--- src/rtl/scalar_tuple_collect.sv ---
// scalar_tuple_collect: gathers (in_idx, in_data) field beats into tuple out1..out8,out10 (widths 3,4,4,4,3,3,2,2,3), presents it on tuple_valid/tuple_ready, flags err_dup/err_idx/err_timeout; define SCALAR_TUPLE_DEFAULTS_EN for nonzero field clear values
module scalar_tuple_collect #(
  parameter int IDX_W = 4,
  parameter int DATA_W = 4,
  parameter int TIMEOUT_CYCLES = 16
) (
  input  logic              clock,
  input  logic              reset,
  input  logic              in_valid,
  output logic              in_ready,
  input  logic [IDX_W-1:0]  in_idx,
  input  logic [DATA_W-1:0] in_data,
  output logic              tuple_valid,
  input  logic              tuple_ready,
  output logic [2:0]        out1,
  output logic [3:0]        out2,
  output logic [3:0]        out3,
  output logic [3:0]        out4,
  output logic [2:0]        out5,
  output logic [2:0]        out6,
  output logic [1:0]        out7,
  output logic [1:0]        out8,
  output logic [2:0]        out10,
  output logic              err_dup,
  output logic              err_idx,
  output logic              err_timeout
);
  localparam int CNT_W = TIMEOUT_CYCLES > 1 ? $clog2(TIMEOUT_CYCLES) : 1;
`ifdef SCALAR_TUPLE_DEFAULTS_EN
  localparam logic [2:0] D1 = 3'd7;
  localparam logic [3:0] D2 = 4'd8;
  localparam logic [3:0] D3 = 4'd9;
  localparam logic [3:0] D4 = 4'd10;
  localparam logic [2:0] D5 = 3'd7;
  localparam logic [2:0] D6 = 3'd6;
  localparam logic [1:0] D7 = 2'd3;
  localparam logic [1:0] D8 = 2'd3;
  localparam logic [2:0] D10 = 3'd5;
`else
  localparam logic [2:0] D1 = 3'd0;
  localparam logic [3:0] D2 = 4'd0;
  localparam logic [3:0] D3 = 4'd0;
  localparam logic [3:0] D4 = 4'd0;
  localparam logic [2:0] D5 = 3'd0;
  localparam logic [2:0] D6 = 3'd0;
  localparam logic [1:0] D7 = 2'd0;
  localparam logic [1:0] D8 = 2'd0;
  localparam logic [2:0] D10 = 3'd0;
`endif
  typedef enum logic [1:0] {IDLE, COLLECT, HOLD} state_t;
  state_t           state;
  logic [8:0]       mask, sel, nmask;
  logic [CNT_W-1:0] cnt;
  logic             acc, bad, dup, wr, tmo, clr;
  assign in_ready = state != HOLD;
  assign tuple_valid = state == HOLD;
  always_comb begin
    acc = in_valid && in_ready;
    bad = in_idx > IDX_W'(8);
    sel = bad ? 9'd0 : 9'd1 << in_idx;
    dup = |(sel & mask);
    wr = acc && !bad && !dup;
    nmask = mask | sel;
    tmo = TIMEOUT_CYCLES != 0 && state == COLLECT && !acc && cnt == CNT_W'(TIMEOUT_CYCLES - 1);
    clr = tmo || (state == HOLD && tuple_ready);
  end
  always_ff @(posedge clock) begin
    if (reset) begin
      state <= IDLE;
      mask <= '0;
      cnt <= '0;
      err_dup <= 1'b0;
      err_idx <= 1'b0;
      err_timeout <= 1'b0;
    end else begin
      err_dup <= acc && !bad && dup;
      err_idx <= acc && bad;
      err_timeout <= tmo;
      if (clr) begin
        state <= IDLE;
        mask <= '0;
        cnt <= '0;
      end else if (acc) begin
        cnt <= '0;
        if (wr) begin
          mask <= nmask;
          state <= &nmask ? HOLD : COLLECT;
        end
      end else if (state == COLLECT) begin
        cnt <= cnt + 1'b1;
      end
    end
  end
  always_ff @(posedge clock) begin
    if (reset || clr) begin
      out1 <= D1;
      out2 <= D2;
      out3 <= D3;
      out4 <= D4;
      out5 <= D5;
      out6 <= D6;
      out7 <= D7;
      out8 <= D8;
      out10 <= D10;
    end else if (wr) begin
      if (sel[0]) out1 <= in_data[2:0];
      if (sel[1]) out2 <= in_data[3:0];
      if (sel[2]) out3 <= in_data[3:0];
      if (sel[3]) out4 <= in_data[3:0];
      if (sel[4]) out5 <= in_data[2:0];
      if (sel[5]) out6 <= in_data[2:0];
      if (sel[6]) out7 <= in_data[1:0];
      if (sel[7]) out8 <= in_data[1:0];
      if (sel[8]) out10 <= in_data[2:0];
    end
  end
endmodule
--- config.mk ---
export PLATFORM = sky130hd
export DESIGN_NAME = scalar_tuple_collect
export DESIGN_NICKNAME = d
export VERILOG_FILES = /design/src/rtl/scalar_tuple_collect.sv
export SDC_FILE = /design/constraint.sdc
export NUM_CORES = 1
export LEC_CHECK = 0
export BUFFER_PORTS_ARGS = -buffer_cell sky130_fd_sc_hd__buf_2
export CAP_MARGIN = 10
export CORE_MARGIN = 4
export CORE_UTILIZATION = 48
export DETAILED_ROUTE_END_ITERATION = 8
export GPL_TIMING_DRIVEN = 0
export HOLD_SLACK_MARGIN = 0.1
export PLACE_DENSITY = 0.78
export RECOVER_POWER = 100
export SLEW_MARGIN = 20
export SYNTH_ARGS = -nofsm -noshare
export SYNTH_HDL_FRONTEND = slang
export SYNTH_SLANG_ARGS = --single-unit
--- constraint.sdc ---
create_clock -name clock -period 1.88 [get_ports clock]
set_input_delay 0.282 -clock clock [delete_from_list [all_inputs] [get_ports clock]]
set_output_delay 0.282 -clock clock [all_outputs]
set_load 0.05 [all_outputs]
* After elaboration in Yosys (flattened, before gate mapping)
Cells that the tools add are included.
Storage, ports and cells: bits in registers 46, input port bits 12, output and inout bits 33, word-level logic and storage cells 53
Cells by class: add/sub/neg operators 1, order comparisons 1, eq/ne operators 4, shifts and indexed selects 1, mux-type cells 2, bitwise logic cells 2, reduce and logical (&&, ||, !) cells 27
Operators by type and width (count):
- 2-bit AND reduction | 10
- 9-bit AND | 1
- 9-bit 2-to-1 mux | 1
- 9-bit bitwise OR | 1
- 9-bit AND reduction | 1
- 9-bit OR reduction | 1
- 1-bit by 4-bit left shift with 9-bit output, first input constant | 1
- 1-bit logical AND | 8
- 4-bit by 1-bit adder with 4-bit output, second input constant | 1
- 4-bit == test, second input constant | 1
- 4-bit > comparator, second input constant | 1
- 1-bit logical NOT | 3
- 3-bit OR reduction | 1
- 2-bit by 1-bit == test with 1-bit output, second input constant | 1
- 2-bit == test, second input constant | 1
- 1-bit logical OR | 2
- 2-bit 2-to-1 mux | 1
- 2-bit != test, second input constant | 1
- 2-bit OR reduction | 1

* Longest topological paths before layout
Gate-level depths: netlist (run 1).
word-level depth 7, depth in mapped cells 8, depth with buffers taken out 5

* Worst setup path after synthesis (run 1)
OpenSTA, ideal clock, no wires.
kind register to register, start point reg state[0], end point reg out3[0], library setup time 0.128 ns, arrival 1.924 ns, data required time 1.752 ns, slack -0.171 ns, cell stages (with the launch flop) 8, clock period less this slack 2.051 ns, path through dfxtp_1 -> nand2b_1 -> and2_1 -> clkbuf_1 -> and3_1 -> buf_2 -> mux2i_1 -> nor2_1
On the way: cells in the longest elaborated chain, start to end 7, elaborated cells on any way between the ends 13, classes of those cells eq/ne (3); reduce/logical (10)
Ends and longest elaborated chain:
- from (decl) | RTL line 51 | state_t state;
- from (signal assigned) | RTL line 87 | state <= &nmask ? HOLD : COLLECT;
- 2-bit != test (*) | RTL line 55 | assign in_ready = state != HOLD;
- net in_ready | RTL line 10 | output logic in_ready,
- 1-bit logical AND (*) | RTL line 58 | acc = in_valid && in_ready;
- 1-bit logical NOT | RTL line 64 | tmo = TIMEOUT_CYCLES != 0 && state == COLLECT && !acc && cnt == CNT_W'(TIMEOUT_CYCLES - 1);
- 1-bit logical AND (2 in a row) | RTL line 64
- 1-bit logical OR | RTL line 65 | clr = tmo || (state == HOLD && tuple_ready);
- 1-bit logical OR | RTL line 95 | if (reset || clr) begin
- to (signal assigned) | RTL line 108 | if (sel[2]) out3 <= in_data[3:0];
- to (decl) | RTL line 17 | output logic [3:0] out3,
The timed path passes the listed nets; every way through them passes the cells marked *. A chain may end at the register's enable or synchronous reset.

* Worst setup path after layout (run 1)
start point reg cnt[0], end point reg state[1]
On the way: cells in the longest elaborated chain, start to end 4
Ends and longest elaborated chain:
- from (decl) | RTL line 53 | logic [CNT_W-1:0] cnt;
- from (signal assigned) | RTL line 90 | cnt <= cnt + 1'b1;
- 4-bit == test | RTL line 64
- 1-bit logical AND | RTL line 64
- 1-bit logical OR | RTL line 65
- 2-bit OR reduction (no line)
Every way passes these cells.

==> flow_summary.toml, run 1 <==
[logic_synthesis]
synth_ff_type = "dfxtp_1"
synth_edf_count = 0
yosys_warnings = 0
synth_seq_area_share_pct = 44.3
synthCells = 248
ys_types = 44
synth_fp_nets = 261
async_reset_ff_share_pct = 0
netlist_area_mm2 = 0.00208
avgSynthCellArea_um2 = 8.38
ys_ff_latch = 46

[power_and_ir_drop]
p_leak_uw = 0.000874
p_sw_share_pct = 25.6
seqPwrFrac_pct = 57.3
power_frac_comb_pct = 10.3
switchingPower_uw = 447
total_power_uw = 1750
clockPowerShare_pct = 32.4
ir_drop_mv = 0.528
p_int_uw = 1300
cellPowerDensity_mw_per_mm2 = 720

[placed_design]
dp_cells = 340
dp_hpwl_mm = 3.66
port_buffers = 42
dp_slack_ns = -0.111
dpl-instance-area_mm2 = 0.00235
place.gp.congestion = 0.899

[clocking]
clk_path_buf_depth = 2
cts_tree = "done"
clk_transition_reported_paths_ns = 0.08
postCtsSetupRepairBufs = 0
cts_hold_buf = 0
htree_levels = 2
clock_sinks = 46
numCtsBuffers = 5
cts-root-buf = "clkbuf_8"
clock_latency_ns = 0.29

[layout]
register_area_um2 = 921
layoutNonFillerInstCount = 347
fin_nets = 310
area_growth_pct = 16.7
drive_above_1_share_pct = 11.4
multi_input_area_mm2 = 0.00110
n_fill_cell = 406
fin_area_mm2 = 0.00242
n_antenna_cell = 0

[timing]
rsz0062_at_grt = "false"
skew_ns = 0.00626
setup_tns_ns = 0
period_minus_slack_ns = 1.72
slew_headroom_pct = 59.9
setup_ws_ns = 0.160
fin_crit_sh_pct = 91.5
tightest_slew_ns = 0.604
setup_violations = 0
slew_violations = 0
max_freq_mhz = 581
hold_violations = 0

[detailed_routing]
drc = 0
avgRoutedWirePerCell_um = 14.4
vias = 1949
drt_iter0_drc = 104
viasPerCell = 5.62
drtPass1Iterations = 4
ant_nets = 0
wl_mm = 5.01

[critical_path]
worstSetupEndpointType = "flop"
crit_slowest_cell = "a311oi_4"
reg2reg_depth = 6
required_ns = 2.10
r2r_setup_slack_ns = 0.16
max_stage_delay_ns = 0.39
critPathMaxFanout = 10
crit_type = "flop to flop"
cp_data_arrival_time_ns = 1.94
rr_startpoint = "cnt[0]"
timing.rr.end = "state[1]"
start_kind = "flop"
path_cells = "ha_1 -> nor3b_2 -> a311oi_4 -> clkbuf_4 -> nand2_1 -> o22ai_1"

[grt]
antenna_found_initial = 0
grt_pass1_vias = 1793
grt_max_degree = 14
grt_pass1_wl_mm = 8.32
grt_use_total_pct = 19.7
grt_overflow_total = 0

[die]
die_h_um = 73.8
std_cell_rows = 23
core_mm2 = 0.00409
ioPinCount = 45
start_util_pct = 50.9
die_w_um = 73.8
die-area_mm2 = 0.00545

[min_path]
min_path_type = "input pin to flop"
hold_path_depth = 2
hold_start = "reset"
holdPathEnd = "err_timeout"

[run]
cap_violations = 0

[status]
outcome = "finished clean"
[metal layers]
| layer | share of wire, % | global-route usage (%) | vias to the layer above |
|---|---|---|---|
| met5 | 0 | 0 | - |
| met4 | 1.7 | 6.24 | 0 |
| met3 | 7.5 | 4.79 | 10 |
| met2 | 43 | 30.8 | 65 |
| met1 | 48 | 26.5 | 894 |
| li1 | - | - | 980 |
[cells by family after synthesis]
group / after synthesis / synth area share (%)
XOR/XNOR: 1 / 0.422
flip-flops: 46 / 44.3
multiplexers: 16 / 7.71
buffers and inverters: 20 / 3.97
adder cells (fa/ha/maj): 1 / 0.602
AND/OR/NAND/NOR: 110 / 27.8
AO/OA/AOI/OAI: 54 / 15.2
[how the worst max path moves through the flow]
stage	cells after the start	from	to	slack, ns
finish	6	cnt[0]	state[1]	0.16
global route	6	cnt[0]	out8[0]	0.01
CTS	6	cnt[0]	state[1]	0.01
detailed placement	6	in_idx[2]	out10[2]	-0.11
global placement	7	in_valid	out3[3]	-0.08
floorplan	7	state[0]	out3[0]	0.05
[cell usage in the layout, fill, tap and decap left out, types with 2 or more instances in the layout]
cell      instances
nor4_1            2
nor3_1            5
and2_1            2
clkbuf_1         39
inv_1             4
o21a_1            2
clkbuf_2          2
buf_2            17
and4_1            2
clkbuf_8          5
nor2b_1           2
and3_1            5
nand3b_1          4
nand4_1           4
dfxtp_1          46
nor2_1           24
nor4b_1           2
nand2_1          23
nand2b_1          3
mux2i_1          16
nand3_1          21
a21oi_1          20
o21ai_0          21
[metrics by stage]
stage / util (%) / hold WS (ns)
6_report: 59.3 / 0.241
5_1_grt: 59.3 / 0.249
4_1_cts: 59.6 / 0.209
3_5_place_dp: 57.6 / 0.448
3_3_place_gp: 57.6 / 0.445
2_1_floorplan: - / 0.354
[sequential cells by signal, indices dropped and copies added, names as in the netlist, 3 cells and up]
signal	cells
mask	9
cnt	4
out2	4
out3	4
out4	4
out10	3
out1	3
out5	3
out6	3
[worst max-delay path: cells and delay by family, from the launching register on]
kind                     cells  cell delay (ns)
flip-flops                   1             0.34
adder cells (fa/ha/maj)      1             0.22
AND/OR/NAND/NOR              2             0.27
AO/OA/AOI/OAI                2             0.52
buffers and inverters        1             0.30
[area by class of cell]
class | instances | area share (%)
Multi-Input combinational cell | 182 | 45.4
Clock inverter | 1 | 0.310
Tap cell | 50 | 2.58
Buffer | 16 | 3.15
Clock buffer | 6 | 2.99
Inverter | 4 | 0.619
Sequential cell | 46 | 38.0
Timing Repair Buffer | 42 | 6.97
[Yosys cell counts, types with 2 or more instances]
master    count  area (µm²)
dfxtp_1      46         921
nor2_1       24        90.1
nand2_1      23        86.3
nand3_1      21         105
o21ai_0      21         105
a21oi_1      20         100
mux2i_1      16         160
clkbuf_1      7        26.3
buf_2         6        30.0
nor3_1        6        30.0
and3_1        5        31.3
inv_1         4        15.0
nand2b_1      4        25.0
nand3b_1      4        30.0
nand4_1       4        25.0
buf_1         3        11.3
and2_1        2        12.5
nor2b_1       2        12.5
nor3b_1       2        15.0
nor4_1        2        12.5
nor4b_1       2        17.5
o21a_1        2        15.0
[power groups by stage]
stage	Clock (µW)	Combinational (µW)	Sequential, µW
after floorplan	0	89.5	1050
after detailed placement	0	175	1020
after global routing	621	196	1000
final	566	180	999
after CTS	583	177	999
after global placement	0	174	1020
[what timing repair did]
| action | in CTS | in global routing |
|---|---|---|
| hold endpoints to repair | 0 | 0 |
| gates resized for setup | 3 | 9 |
| gates cloned | 0 | 0 |
| setup endpoints to repair | 20 | 40 |
| pin swaps | 0 | 1 |
Power figures use the tool's default switching activity.
==> run 2, diff against run 1 <==
- REMOVE_ABC_BUFFERS: unset -> 1
==> flow_summary.toml, run 2 (synthesized netlist as in run 1, its figures left out) <==
[timing]
fin_crit_sh_pct = 94.0
skew_ns = 0.00751
rsz0062_at_grt = "false"
setup_violations = 0
setup_tns_ns = 0
slew_violations = 0
tightest_slew_ns = 0.603
period_minus_slack_ns = 1.77
setup_ws_ns = 0.112
slew_headroom_pct = 60.0
hold_violations = 0
max_freq_mhz = 566

[power_and_ir_drop]
ir_drop_mv = 0.536
p_sw_share_pct = 24.1
seqPwrFrac_pct = 53.0
clockPowerShare_pct = 37.9
switchingPower_uw = 454
power_frac_comb_pct = 9.1
cellPowerDensity_mw_per_mm2 = 781
p_int_uw = 1430
p_leak_uw = 0.000873

[grt]
grt_pass1_wl_mm = 8.03
grt_pass1_vias = 1771
antenna_found_initial = 0
grt_max_degree = 33
grt_overflow_total = 0
grt_use_total_pct = 18.7

[layout]
n_antenna_cell = 0
drive_above_1_share_pct = 11.9
fin_nets = 297
layout_commonest_cell = "dfxtp_1"
largest_register = "mask"
largest_reg_flops = 9
mostFrequentLayoutCells = "dfxtp_1 (46), clkbuf_1 (31), nor2_1 (24), nand2_1 (22)"
layoutNonFillerInstCount = 335
n_fill_cell = 409
area_growth_pct = 16.1

[die]
start_util_pct = 50.9
std_cell_rows = 23
die-area_mm2 = 0.00545
core_mm2 = 0.00409
ioPinCount = 45
die_h_um = 73.8
die_w_um = 73.8

[critical_path]
rr_startpoint = "state[0]"
worstSetupEndpointType = "flop"
r2r_setup_slack_ns = 0.19
cp_data_arrival_time_ns = 1.97
reg2reg_depth = 5
critPathMaxFanout = 16
required_ns = 2.08
crit_type = "input pin to flop"
start_kind = "input pin"
timing.rr.end = "out4[1]"

[detailed_routing]
vias = 1876
ant_nets = 0
drtPass1Iterations = 4
avgRoutedWirePerCell_um = 13.9
drt_iter0_drc = 97
wl_mm = 4.65
drc = 0
viasPerCell = 5.60

[run]
cap_violations = 0

[placed_design]
dp_slack_ns = -0.335
place.gp.congestion = 0.856
port_buffers = 44
dp_hpwl_mm = 3.17
dp_cells = 326

[min_path]
hold_start = "reset"
min_path_type = "input pin to flop"
holdPathEnd = "err_timeout"
hold_path_depth = 2

[status]
outcome = "finished clean"

[clocking]
clk_transition_reported_paths_ns = 0.08
cts_tree = "done"
numCtsBuffers = 5
htree_levels = 2
clock_sinks = 46
clock_latency_ns = 0.30
clk_path_buf_depth = 2
cts-root-buf = "clkbuf_8"
## run 2: changes by cell type in the layout (fill, tap and decap cells not counted), moves of 2 or more
cell      change
clkinv_2      +2
and2_1        -2
and2_2        +2
clkbuf_1      -8
and4_1        -2
buf_2         -7
## run 2: power by group through the flow
stage	combinational (µW)	sequential [µW]	clock, µW
floorplan	71.6	1050	0
global placement	163	1020	0
detailed placement	164	1020	0
CTS	168	999	735
global route	189	1000	762
finish	172	999	715
## run 2: worst max-delay path by stage
| stage | startpoint | end | slack [ns] | depth (start not counted) |
|---|---|---|---|---|
| finish | in_idx[2] | mask[6] | 0.11 | 6 |
| global route | state[0] | out4[3] | 0.01 | 5 |
| CTS | cnt[0] | out10[0] | 0.01 | 5 |
| detailed placement | state[0] | cnt[3] | -0.33 | 5 |
| global placement | state[0] | cnt[3] | -0.28 | 5 |
| floorplan | state[0] | state[1] | -0.18 | 5 |
## run 2: critical path, stage by stage
cell and delay (ns):
clkbuf_2 0.21, or4b_1 0.61, or2_0 0.25, and4_4 0.23, and3_1 0.21, o21a_1 0.17
## run 2: area by class of cell
class                   count  area [µm²]  area share, %
well taps                  50        62.6           2.59
multi-input cells         182        1100           45.8
clock buffers               5        68.8           2.85
clock inverters             3        40.0           1.66
inverters                   4        15.0          0.622
flip-flops and latches     46         921           38.2
repair buffers             45         201           8.35
## run 2: timing repair
item | in CTS | in global routing
setup endpoints to repair | 42 | 42
pin swaps | 1 | 1
hold buffers | 0 | 0
gates resized for setup | 3 | 7
setup buffers | 0 | 1
## run 2: per-layer routing
layer  global-route usage, %  up-vias  routed length (µm)
met3                    5.75        5                 354
met1                    25.2      867                2160
li1                        -      951                   -
met2                    29.0       53                2080
met5                       0        -                   0
met4                    5.03        0                  51
## run 2: per-stage QoR
step / power (µW) / utilization (%) / hold slack (ns) / area, µm²
after CTS: 1900 / 59.2 / 0.235 / 2420
after global routing: 1950 / 59.1 / 0.261 / 2410
final: 1890 / 59.1 / 0.249 / 2410
after detailed placement: 1190 / 56.1 / 0.447 / 2290
after global placement: 1180 / 56.1 / 0.442 / 2290
after floorplan: 1120 / - / 0.354 / 2010
